===== src/rtl/buzzer_pkg.sv =====
// Shared types, melody indices, FSM encodings and note tables for the buzzer sequencer.
package buzzer_pkg;

  localparam int unsigned MEL_W = 3;

  localparam logic [MEL_W-1:0] MEL_FX0 = 3'd0;
  localparam logic [MEL_W-1:0] MEL_FX1 = 3'd1;
  localparam logic [MEL_W-1:0] MEL_FX2 = 3'd2;
  localparam logic [MEL_W-1:0] MEL_FX3 = 3'd3;
  localparam logic [MEL_W-1:0] MEL_BGM = 3'd4;

  typedef logic [1:0] state_t;
  localparam state_t ST_IDLE = 2'd0;
  localparam state_t ST_LOAD = 2'd1;
  localparam state_t ST_PLAY = 2'd2;
  localparam state_t ST_GAP  = 2'd3;

  typedef struct packed {
    logic [15:0] half_period;  // clk cycles per half wave, 0 = rest
    logic [7:0]  dur_ticks;    // note length in ticks, 0 behaves as 1
    logic        last;         // final note of the melody
  } note_t;

  function automatic note_t mk_note(input logic [15:0] hp, input logic [7:0] dur,
                                    input logic lst);
    note_t n;
    n.half_period = hp;
    n.dur_ticks   = dur;
    n.last        = lst;
    return n;
  endfunction

  // Production melodies for a 50 MHz clock and 1 ms ticks; unused slots are a 1 ms rest.
  function automatic note_t prod_note(input logic [MEL_W-1:0] mel, input logic [7:0] step);
    note_t n;
    n = mk_note(16'd0, 8'd1, 1'b1);
    case ({mel, step})
      {MEL_FX0, 8'd0}: n = mk_note(16'd31888, 8'd60,  1'b0);  // coin: G5
      {MEL_FX0, 8'd1}: n = mk_note(16'd23889, 8'd120, 1'b1);  //       C6
      {MEL_FX1, 8'd0}: n = mk_note(16'd47801, 8'd40,  1'b0);  // jump: C5
      {MEL_FX1, 8'd1}: n = mk_note(16'd37936, 8'd40,  1'b0);  //       E5
      {MEL_FX1, 8'd2}: n = mk_note(16'd31888, 8'd80,  1'b1);  //       G5
      {MEL_FX2, 8'd0}: n = mk_note(16'd56818, 8'd30,  1'b0);  // hit:  A4
      {MEL_FX2, 8'd1}: n = mk_note(16'd0,     8'd20,  1'b0);
      {MEL_FX2, 8'd2}: n = mk_note(16'd56818, 8'd30,  1'b1);
      {MEL_FX3, 8'd0}: n = mk_note(16'd31888, 8'd150, 1'b0);  // game over
      {MEL_FX3, 8'd1}: n = mk_note(16'd37936, 8'd150, 1'b0);
      {MEL_FX3, 8'd2}: n = mk_note(16'd47801, 8'd150, 1'b0);
      {MEL_FX3, 8'd3}: n = mk_note(16'd56818, 8'd250, 1'b1);
      {MEL_BGM, 8'd0}: n = mk_note(16'd47801, 8'd200, 1'b0);  // background loop
      {MEL_BGM, 8'd1}: n = mk_note(16'd37936, 8'd200, 1'b0);
      {MEL_BGM, 8'd2}: n = mk_note(16'd31888, 8'd200, 1'b0);
      {MEL_BGM, 8'd3}: n = mk_note(16'd37936, 8'd200, 1'b0);
      {MEL_BGM, 8'd4}: n = mk_note(16'd47801, 8'd250, 1'b0);
      {MEL_BGM, 8'd5}: n = mk_note(16'd0,     8'd100, 1'b1);
      default:         n = mk_note(16'd0,     8'd1,   1'b1);
    endcase
    return n;
  endfunction

  // Small table with short periods so a simulation covers whole melodies quickly.
  function automatic note_t test_note(input logic [MEL_W-1:0] mel, input logic [7:0] step);
    note_t n;
    n = mk_note(16'd0, 8'd1, 1'b1);
    case ({mel, step})
      {MEL_FX1, 8'd0}: n = mk_note(16'd4, 8'd3, 1'b0);
      {MEL_FX1, 8'd1}: n = mk_note(16'd0, 8'd2, 1'b1);
      {MEL_FX3, 8'd0}: n = mk_note(16'd2, 8'd1, 1'b1);
      {MEL_BGM, 8'd0}: n = mk_note(16'd3, 8'd1, 1'b0);
      {MEL_BGM, 8'd1}: n = mk_note(16'd5, 8'd1, 1'b1);
      default:         n = mk_note(16'd0, 8'd1, 1'b1);
    endcase
    return n;
  endfunction

endpackage


===== src/rtl/buzzer_if.sv =====
// Request/status bundle between game logic (master) and the buzzer sequencer (slave).
interface buzzer_if;
  import buzzer_pkg::*;

  logic [3:0]       fx_req;
  logic             bgm_en;
  logic             buzz;
  logic             busy;
  logic [MEL_W-1:0] cur_mel;
  logic             done;

  modport master (output fx_req, output bgm_en,
                  input  buzz, input busy, input cur_mel, input done);
  modport slave  (input  fx_req, input bgm_en,
                  output buzz, output busy, output cur_mel, output done);
endinterface


===== src/rtl/buzzer_note_rom.sv =====
// Registered note table; data for an address appears one cycle after it is presented.
module buzzer_note_rom
  import buzzer_pkg::*;
#(
  parameter int unsigned STEP_W  = 4,
  parameter int unsigned SIM_ROM = 0
) (
  input  logic                    clk,
  input  logic [MEL_W+STEP_W-1:0] addr_i,
  output note_t                   note_o
);

  logic [MEL_W-1:0] mel;
  logic [7:0]       step;
  note_t            note_q;

  assign mel  = addr_i[MEL_W+STEP_W-1 -: MEL_W];
  assign step = 8'(addr_i[STEP_W-1:0]);

  // Table lookup, registered.
  always_ff @(posedge clk) begin
    note_q <= (SIM_ROM != 0) ? test_note(mel, step) : prod_note(mel, step);
  end

  assign note_o = note_q;

endmodule


===== src/rtl/buzzer_seq.sv =====
// Buzzer sequencer: arbitrates four effects and a looping BGM, plays notes from the ROM.
module buzzer_seq
  import buzzer_pkg::*;
#(
  parameter int unsigned TICK_DIV  = 50000,
  parameter int unsigned GAP_TICKS = 10,
  parameter int unsigned STEP_W    = 4,
  parameter int unsigned SIM_ROM   = 0
) (
  input  logic     clk,
  input  logic     rst,
  buzzer_if.slave  bus
);

  localparam int unsigned TICK_W  = (TICK_DIV > 1) ? $clog2(TICK_DIV) : 1;
  localparam int unsigned GAP_MAX = (GAP_TICKS == 0) ? 1 : GAP_TICKS;
  localparam int unsigned GAP_W   = $clog2(GAP_MAX + 1);
  localparam int unsigned ADDR_W  = MEL_W + STEP_W;
  localparam logic [TICK_W-1:0] TICK_LAST = TICK_W'(TICK_DIV - 1);
  localparam logic [GAP_W-1:0]  GAP_LOAD  = GAP_W'(GAP_MAX);

  logic [TICK_W-1:0] tick_cnt_q, tick_cnt_d;
  logic              tick;

  state_t            state_q, state_d;
  logic [MEL_W-1:0]  mel_q, mel_d;
  logic [STEP_W-1:0] step_q, step_d;
  logic [15:0]       tone_q, tone_d;
  logic [7:0]        dur_q, dur_d;
  logic [GAP_W-1:0]  gap_q, gap_d;
  logic              buzz_q, buzz_d;
  logic              busy_q, busy_d;
  logic              done_q, done_d;
  logic [3:0]        fx_prev_q;

  logic [1:0]        fx_win;
  logic [MEL_W-1:0]  win_mel;
  logic              fx_any;
  logic [3:0]        fx_rise;
  logic              preempt;
  logic [ADDR_W-1:0] rom_addr;
  note_t             note;

  // Free-running duration tick, unaffected by melody changes.
  assign tick       = (tick_cnt_q == TICK_LAST);
  assign tick_cnt_d = tick ? '0 : tick_cnt_q + TICK_W'(1);

  always_ff @(posedge clk) begin
    if (rst) tick_cnt_q <= '0;
    else     tick_cnt_q <= tick_cnt_d;
  end

  // Highest set request bit wins.
  always_comb begin
    fx_win = 2'd0;
    for (int i = 0; i < 4; i++) begin
      if (bus.fx_req[i]) fx_win = 2'(i);
    end
  end

  assign fx_any  = |bus.fx_req;
  assign fx_rise = bus.fx_req & ~fx_prev_q;
  assign win_mel = {1'b0, fx_win};
  // BGM yields to any effect; an equal effect only restarts on a fresh edge.
  assign preempt = fx_any && ((mel_q == MEL_BGM) || (win_mel > mel_q) ||
                              ((win_mel == mel_q) && fx_rise[fx_win]));

  // Address from next-state so the note is ready while in LOAD.
  assign rom_addr = {mel_d, step_d};

  buzzer_note_rom #(
    .STEP_W  (STEP_W),
    .SIM_ROM (SIM_ROM)
  ) u_rom (
    .clk    (clk),
    .addr_i (rom_addr),
    .note_o (note)
  );

  // Next-state: melody stepping, tone generation, duration/gap timing, pre-emption.
  always_comb begin
    state_d = state_q;
    mel_d   = mel_q;
    step_d  = step_q;
    tone_d  = tone_q;
    dur_d   = dur_q;
    gap_d   = gap_q;
    buzz_d  = buzz_q;
    done_d  = 1'b0;

    case (state_q)
      ST_IDLE: begin
        buzz_d = 1'b0;
        if (fx_any) begin
          mel_d   = win_mel;
          step_d  = '0;
          state_d = ST_LOAD;
        end else if (bus.bgm_en) begin
          mel_d   = MEL_BGM;
          step_d  = '0;
          state_d = ST_LOAD;
        end
      end
      ST_LOAD: begin
        buzz_d  = 1'b0;
        tone_d  = note.half_period - 16'd1;
        dur_d   = (note.dur_ticks == 8'd0) ? 8'd1 : note.dur_ticks;
        state_d = ST_PLAY;
      end
      ST_PLAY: begin
        if (note.half_period == 16'd0) begin
          buzz_d = 1'b0;
        end else if (tone_q == 16'd0) begin
          buzz_d = ~buzz_q;
          tone_d = note.half_period - 16'd1;
        end else begin
          tone_d = tone_q - 16'd1;
        end
        if (tick) begin
          if (dur_q > 8'd1) begin
            dur_d = dur_q - 8'd1;
          end else begin
            buzz_d  = 1'b0;
            gap_d   = GAP_LOAD;
            state_d = ST_GAP;
          end
        end
      end
      default: begin
        buzz_d = 1'b0;
        if (tick) begin
          if (gap_q > GAP_W'(1)) begin
            gap_d = gap_q - GAP_W'(1);
          end else if (mel_q == MEL_BGM) begin
            if (!bus.bgm_en) begin
              state_d = ST_IDLE;
            end else begin
              step_d  = note.last ? '0 : step_q + STEP_W'(1);
              state_d = ST_LOAD;
            end
          end else if (note.last) begin
            done_d  = 1'b1;
            state_d = ST_IDLE;
          end else begin
            step_d  = step_q + STEP_W'(1);
            state_d = ST_LOAD;
          end
        end
      end
    endcase

    if ((state_q != ST_IDLE) && preempt) begin
      mel_d   = win_mel;
      step_d  = '0;
      buzz_d  = 1'b0;
      done_d  = 1'b0;
      state_d = ST_LOAD;
    end
  end

  assign busy_d = (state_d != ST_IDLE);

  // State and registered outputs.
  always_ff @(posedge clk) begin
    if (rst) begin
      state_q   <= ST_IDLE;
      mel_q     <= MEL_FX0;
      step_q    <= '0;
      tone_q    <= '0;
      dur_q     <= '0;
      gap_q     <= '0;
      buzz_q    <= 1'b0;
      busy_q    <= 1'b0;
      done_q    <= 1'b0;
      fx_prev_q <= '0;
    end else begin
      state_q   <= state_d;
      mel_q     <= mel_d;
      step_q    <= step_d;
      tone_q    <= tone_d;
      dur_q     <= dur_d;
      gap_q     <= gap_d;
      buzz_q    <= buzz_d;
      busy_q    <= busy_d;
      done_q    <= done_d;
      fx_prev_q <= bus.fx_req;
    end
  end

  assign bus.buzz    = buzz_q;
  assign bus.busy    = busy_q;
  assign bus.cur_mel = mel_q;
  assign bus.done    = done_q;

endmodule


===== src/flat_wrapper.sv =====
// flat-port wrapper written by rule: the top's interface ports become plain ports
module buzzer_seq_flat import buzzer_pkg::*;
#(
  parameter int unsigned TICK_DIV  = 50000,
  parameter int unsigned GAP_TICKS = 10,
  parameter int unsigned STEP_W    = 4,
  parameter int unsigned SIM_ROM   = 0
)
  (clk, rst, bus_fx_req, bus_bgm_en, bus_buzz, bus_busy, bus_cur_mel, bus_done);
  buzzer_if bus_i ();
  input  logic clk;
  input  logic rst;
  input wire logic [$bits(bus_i.fx_req)-1:0] bus_fx_req;
  input wire logic [$bits(bus_i.bgm_en)-1:0] bus_bgm_en;
  output wire logic [$bits(bus_i.buzz)-1:0] bus_buzz;
  output wire logic [$bits(bus_i.busy)-1:0] bus_busy;
  output wire logic [$bits(bus_i.cur_mel)-1:0] bus_cur_mel;
  output wire logic [$bits(bus_i.done)-1:0] bus_done;
  assign bus_i.fx_req = bus_fx_req;
  assign bus_i.bgm_en = bus_bgm_en;
  assign bus_buzz = bus_i.buzz;
  assign bus_busy = bus_i.busy;
  assign bus_cur_mel = bus_i.cur_mel;
  assign bus_done = bus_i.done;
  buzzer_seq #(.TICK_DIV(TICK_DIV), .GAP_TICKS(GAP_TICKS), .STEP_W(STEP_W), .SIM_ROM(SIM_ROM)) u_core (.clk(clk), .rst(rst), .bus(bus_i));
endmodule

===== config.mk =====
export PLATFORM = sky130hd
export DESIGN_NAME = buzzer_seq_flat
export DESIGN_NICKNAME = d
export VERILOG_FILES = /design/src/rtl/buzzer_pkg.sv /design/src/rtl/buzzer_if.sv /design/src/rtl/buzzer_note_rom.sv /design/src/rtl/buzzer_seq.sv /design/src/flat_wrapper.sv
export SDC_FILE = /design/constraint.sdc
export NUM_CORES = 1
export LEC_CHECK = 0
export CAP_MARGIN = 40
export CORE_ASPECT_RATIO = 0.9
export CORE_MARGIN = 8
export CORE_UTILIZATION = 45
export CTS_CLUSTER_SIZE = 16
export DETAILED_ROUTE_END_ITERATION = 10
export PLACE_DENSITY = 0.58
export SLEW_MARGIN = 20
export SYNTH_ARGS = -nofsm -noshare
export SYNTH_HDL_FRONTEND = slang
export SYNTH_SLANG_ARGS = --single-unit

===== constraint.sdc =====
create_clock -name clk -period 3.5 [get_ports clk]
set_input_delay 0.525 -clock clk [delete_from_list [all_inputs] [get_ports clk]]
set_output_delay 0.525 -clock clk [all_outputs]
set_load 0.05 [all_outputs]

==> flow_summary.json <==
{
  "status": "complete, no violations",
  "hold_ws_ns": 0.462,
  "p_int_w": 0.00282,
  "layout.cells.non_filler": 782,
  "cts_buffers": 9,
  "ys_types": 78,
  "seqPwrFrac_pct": 29.0,
  "die_h_um": 114,
  "period_share_pct": 95.1,
  "synthesis.area_um2": 4800,
  "worstSkewPairLatency_ns": 0.34,
  "start_util_pct": 46.4,
  "ys_warn_count": 0,
  "p_clk_share_pct": 18.1,
  "slowest_stage": "clkdlybuf4s50_1",
  "synth-seq-area-share_pct": 33.4,
  "synth-seq-cells": 80,
  "finalNetCount": 674,
  "worst_ep_required_time_ns": 3.74,
  "synth.largest_area_cell": "dfxtp_1",
  "power_density_nw_per_um2": 905,
  "drtIter0Drc": 304,
  "post_drt_wl_per_cell_um": 16.0,
  "grt-ovfl-total": 0,
  "remaining_drc_errors": 0,
  "setup_tns_ns": 0,
  "clockBufferDepth": 2,
  "multiInputGateArea_um2": 3010,
  "fmax_ghz": 0.300,
  "combPwrFrac_pct": 52.9,
  "grt_max_degree": 25,
  "cp_cell_sequence": "clkdlybuf4s50_1, nor2_1, inv_1, ha_1, nor2b_1, o211a_1, a211oi_1, a21oi_1, o21ai_1, buf_4, a21oi_1, and2_1, o311ai_2",
  "slew_headroom_pct": 45.3,
  "vias": 4555,
  "worstHoldPathType": "reg -> reg",
  "clock_skew_ns": 0.00714,
  "synth_ff_type": "dfxtp_1",
  "worst_setup_path_start_kind": "primary input",
  "grt_pass1_vias": 4349,
  "finalMaxSlewViolations": 0,
  "period_needed_ns": 3.33,
  "htreeDepth": 3,
  "drive_above_1_share_pct": 13.2,
  "finalHoldViolations": 0,
  "io_buffers": 12,
  "first_pass_iters": 5,
  "syn_to_final_growth_pct": 16.8,
  "grt_usage_pct": 17.5,
  "yosysTopAreaCellShare_pct": 33.4,
  "arrival_ns": 3.57,
  "core_area_um2": 10300,
  "hpwlAfterDp_mm": 9.27,
  "synth_area_leaders": "dfxtp_1 33%, nor2_1 5.9%, ha_1 4.7%",
  "worstMarginPinSlew_ns": 0.819,
  "path_clk_slew_ns": 0.06,
  "antenna_found_initial": 0,
  "slowest_delay_ns": 0.47,
  "avgViaCountPerCell": 5.82,
  "pre_cts_ws_ns": -0.0786,
  "regArea_um2": 1600,
  "grt_setup_unrepaired": "no",
  "netSwitchingFraction_pct": 44.4,
  "cp-end-kind": "flop",
  "diodes": 0,
  "gp_congestion": 0.901,
  "cts_tree": "done",
  "synthArstFlopShare_pct": 0,
  "p_leak_nw": 2.13,
  "wl_mm": 12.5,
  "path_common_cell": "a21oi_1",
  "pin_count": 13,
  "drv_cap": 0,
  "ir_drop_uv": 310,
  "synth_edf_count": 0,
  "finalInstanceArea_um2": 5610,
  "postPlaceCellArea_um2": 5300,
  "placed_cells": 767,
  "setup_violations": 0,
  "ant_nets": 0,
  "grt_pass1_wl_mm": 20.8,
  "syn_area_per_cell_um2": 7.91,
  "n_fill_cell": 982,
  "cts.sinks": 80,
  "rows": 35,
  "die_area_um2": 14200,
  "syn_nets": 632,
  "synthCells": 607,
  "crit_path_max_fanout": 7,
  "power.switching_w": 0.00225,
  "criticalPathCategory": "in -> reg",
  "setup_slack_ns": 0.170,
  "cts_root_buf": "clkbuf_16",
  "die_width_um": 125
}
==> synth_stat cells, drive strengths merged, types with 14 or more instances <==
| cell | count |
|---|---|
| nor4 | 14 |
| nor2 | 75 |
| inv | 29 |
| nand3 | 30 |
| clkbuf | 20 |
| o21ai | 45 |
| nand2 | 57 |
| a21oi | 41 |
| dfxtp | 80 |
| ha | 18 |
| nor3 | 23 |
==> metal layers <==
layer	routed length [µm]	vias up	share of wire (%)	track usage (%)
li1	-	2288	-	-
met1	5940	2171	47	21.7
met2	6030	81	48	30.1
met3	388	15	3.1	2.99
met4	176	0	1.4	6.00
met5	0	-	0	0
==> placed cells by master (no fill, tap or decap), types with 8 or more instances in the layout <==
cell,count
o21ai_0,33
nand4_1,8
or4_1,10
nand2_1,57
clkdlybuf4s50_1,12
inv_1,29
nand2b_1,11
nor3_1,20
ha_1,18
a21oi_1,41
clkbuf_16,9
a22oi_1,12
nand3_1,29
or3_1,9
nor4_1,11
buf_4,43
o21ai_1,10
dfxtp_1,80
nor2_1,75
xnor2_1,10
xor2_1,13
==> final timing paths <==
| kind | cells after the start | slack [ns] | from | end |
|---|---|---|---|---|
| max | 13 | 0.17 | bus_fx_req[3] | u_core.u_rom.note_o[0] |
| min | 1 | 0.46 | u_core.tick_cnt_q[0] | u_core.tick_cnt_q[0] |
| max reg2reg | 10 | 0.27 | u_core.tick_cnt_q[15] | u_core.u_rom.note_o[1] |
| min reg2reg | 1 | 0.46 | u_core.tick_cnt_q[0] | u_core.tick_cnt_q[0] |
==> state kept, by name (all words and copies together) (netlist names), 2 cells and up <==
name                 cells
u_core.dur_q             8
u_core.fx_prev_q         4
u_core.tone_q           16
u_core.state_q           2
u_core.gap_q             4
u_core.tick_cnt_q       16
u_core.bus.cur_mel       3
u_core.u_rom.note_o     20
u_core.step_q            4
==> cell families (layout without fill, tap and decap cells) <==
logic type      count (synthesis)  in the layout  share of synthesized area (%)
fa+ha+maj                      18             18                           4.69
buf+inv                        53             99                           4.38
compound gates                157            157                           21.8
flops                          80             80                           33.4
mux                             3              3                          0.678
simple gates                  273            273                           30.9
xor+xnor                       23             23                           4.20
==> power groups by stage <==
stage	Sequential (W)	Clock (W)	Combinational, W
final	0.00147	0.000917	0.00268
after detailed placement	0.00148	0	0.00263
after CTS	0.00147	0.000936	0.00266
after global placement	0.00148	0	0.00262
after floorplan	0.00145	0	0.00186
after global routing	0.00151	0.000965	0.00301
==> metrics by stage <==
step	utilization, %	total power (W)
floorplan	-	0.00331
global placement	51.3	0.00410
detailed placement	51.3	0.00411
CTS	54.1	0.00506
global route	54.2	0.00548
finish	54.2	0.00507
==> worst max-delay path, delay by kind of cell <==
| family | cells | cell delay [ns] |
|---|---|---|
| AND/OR/NAND/NOR | 3 | 0.50 |
| AO/OA/AOI/OAI | 6 | 1.51 |
| buffers and inverters | 3 | 0.76 |
| adder cells (fa/ha/maj) | 1 | 0.28 |
==> final cells by class <==
type	instances	area share, %
repair buffers	55	7.90
inverters	29	1.94
well taps	129	2.88
flip-flops and latches	80	28.6
clock inverters	6	1.09
clock buffers	9	4.02
multi-input cells	474	53.6
==> timing repair <==
item                                    CTS  global route
resized for setup                         0             2
buffers inserted                          0             0
endpoints found under the setup margin    0             4
hold buffers                              0             0
No activity file was read; power rests on OpenSTA's default activity.
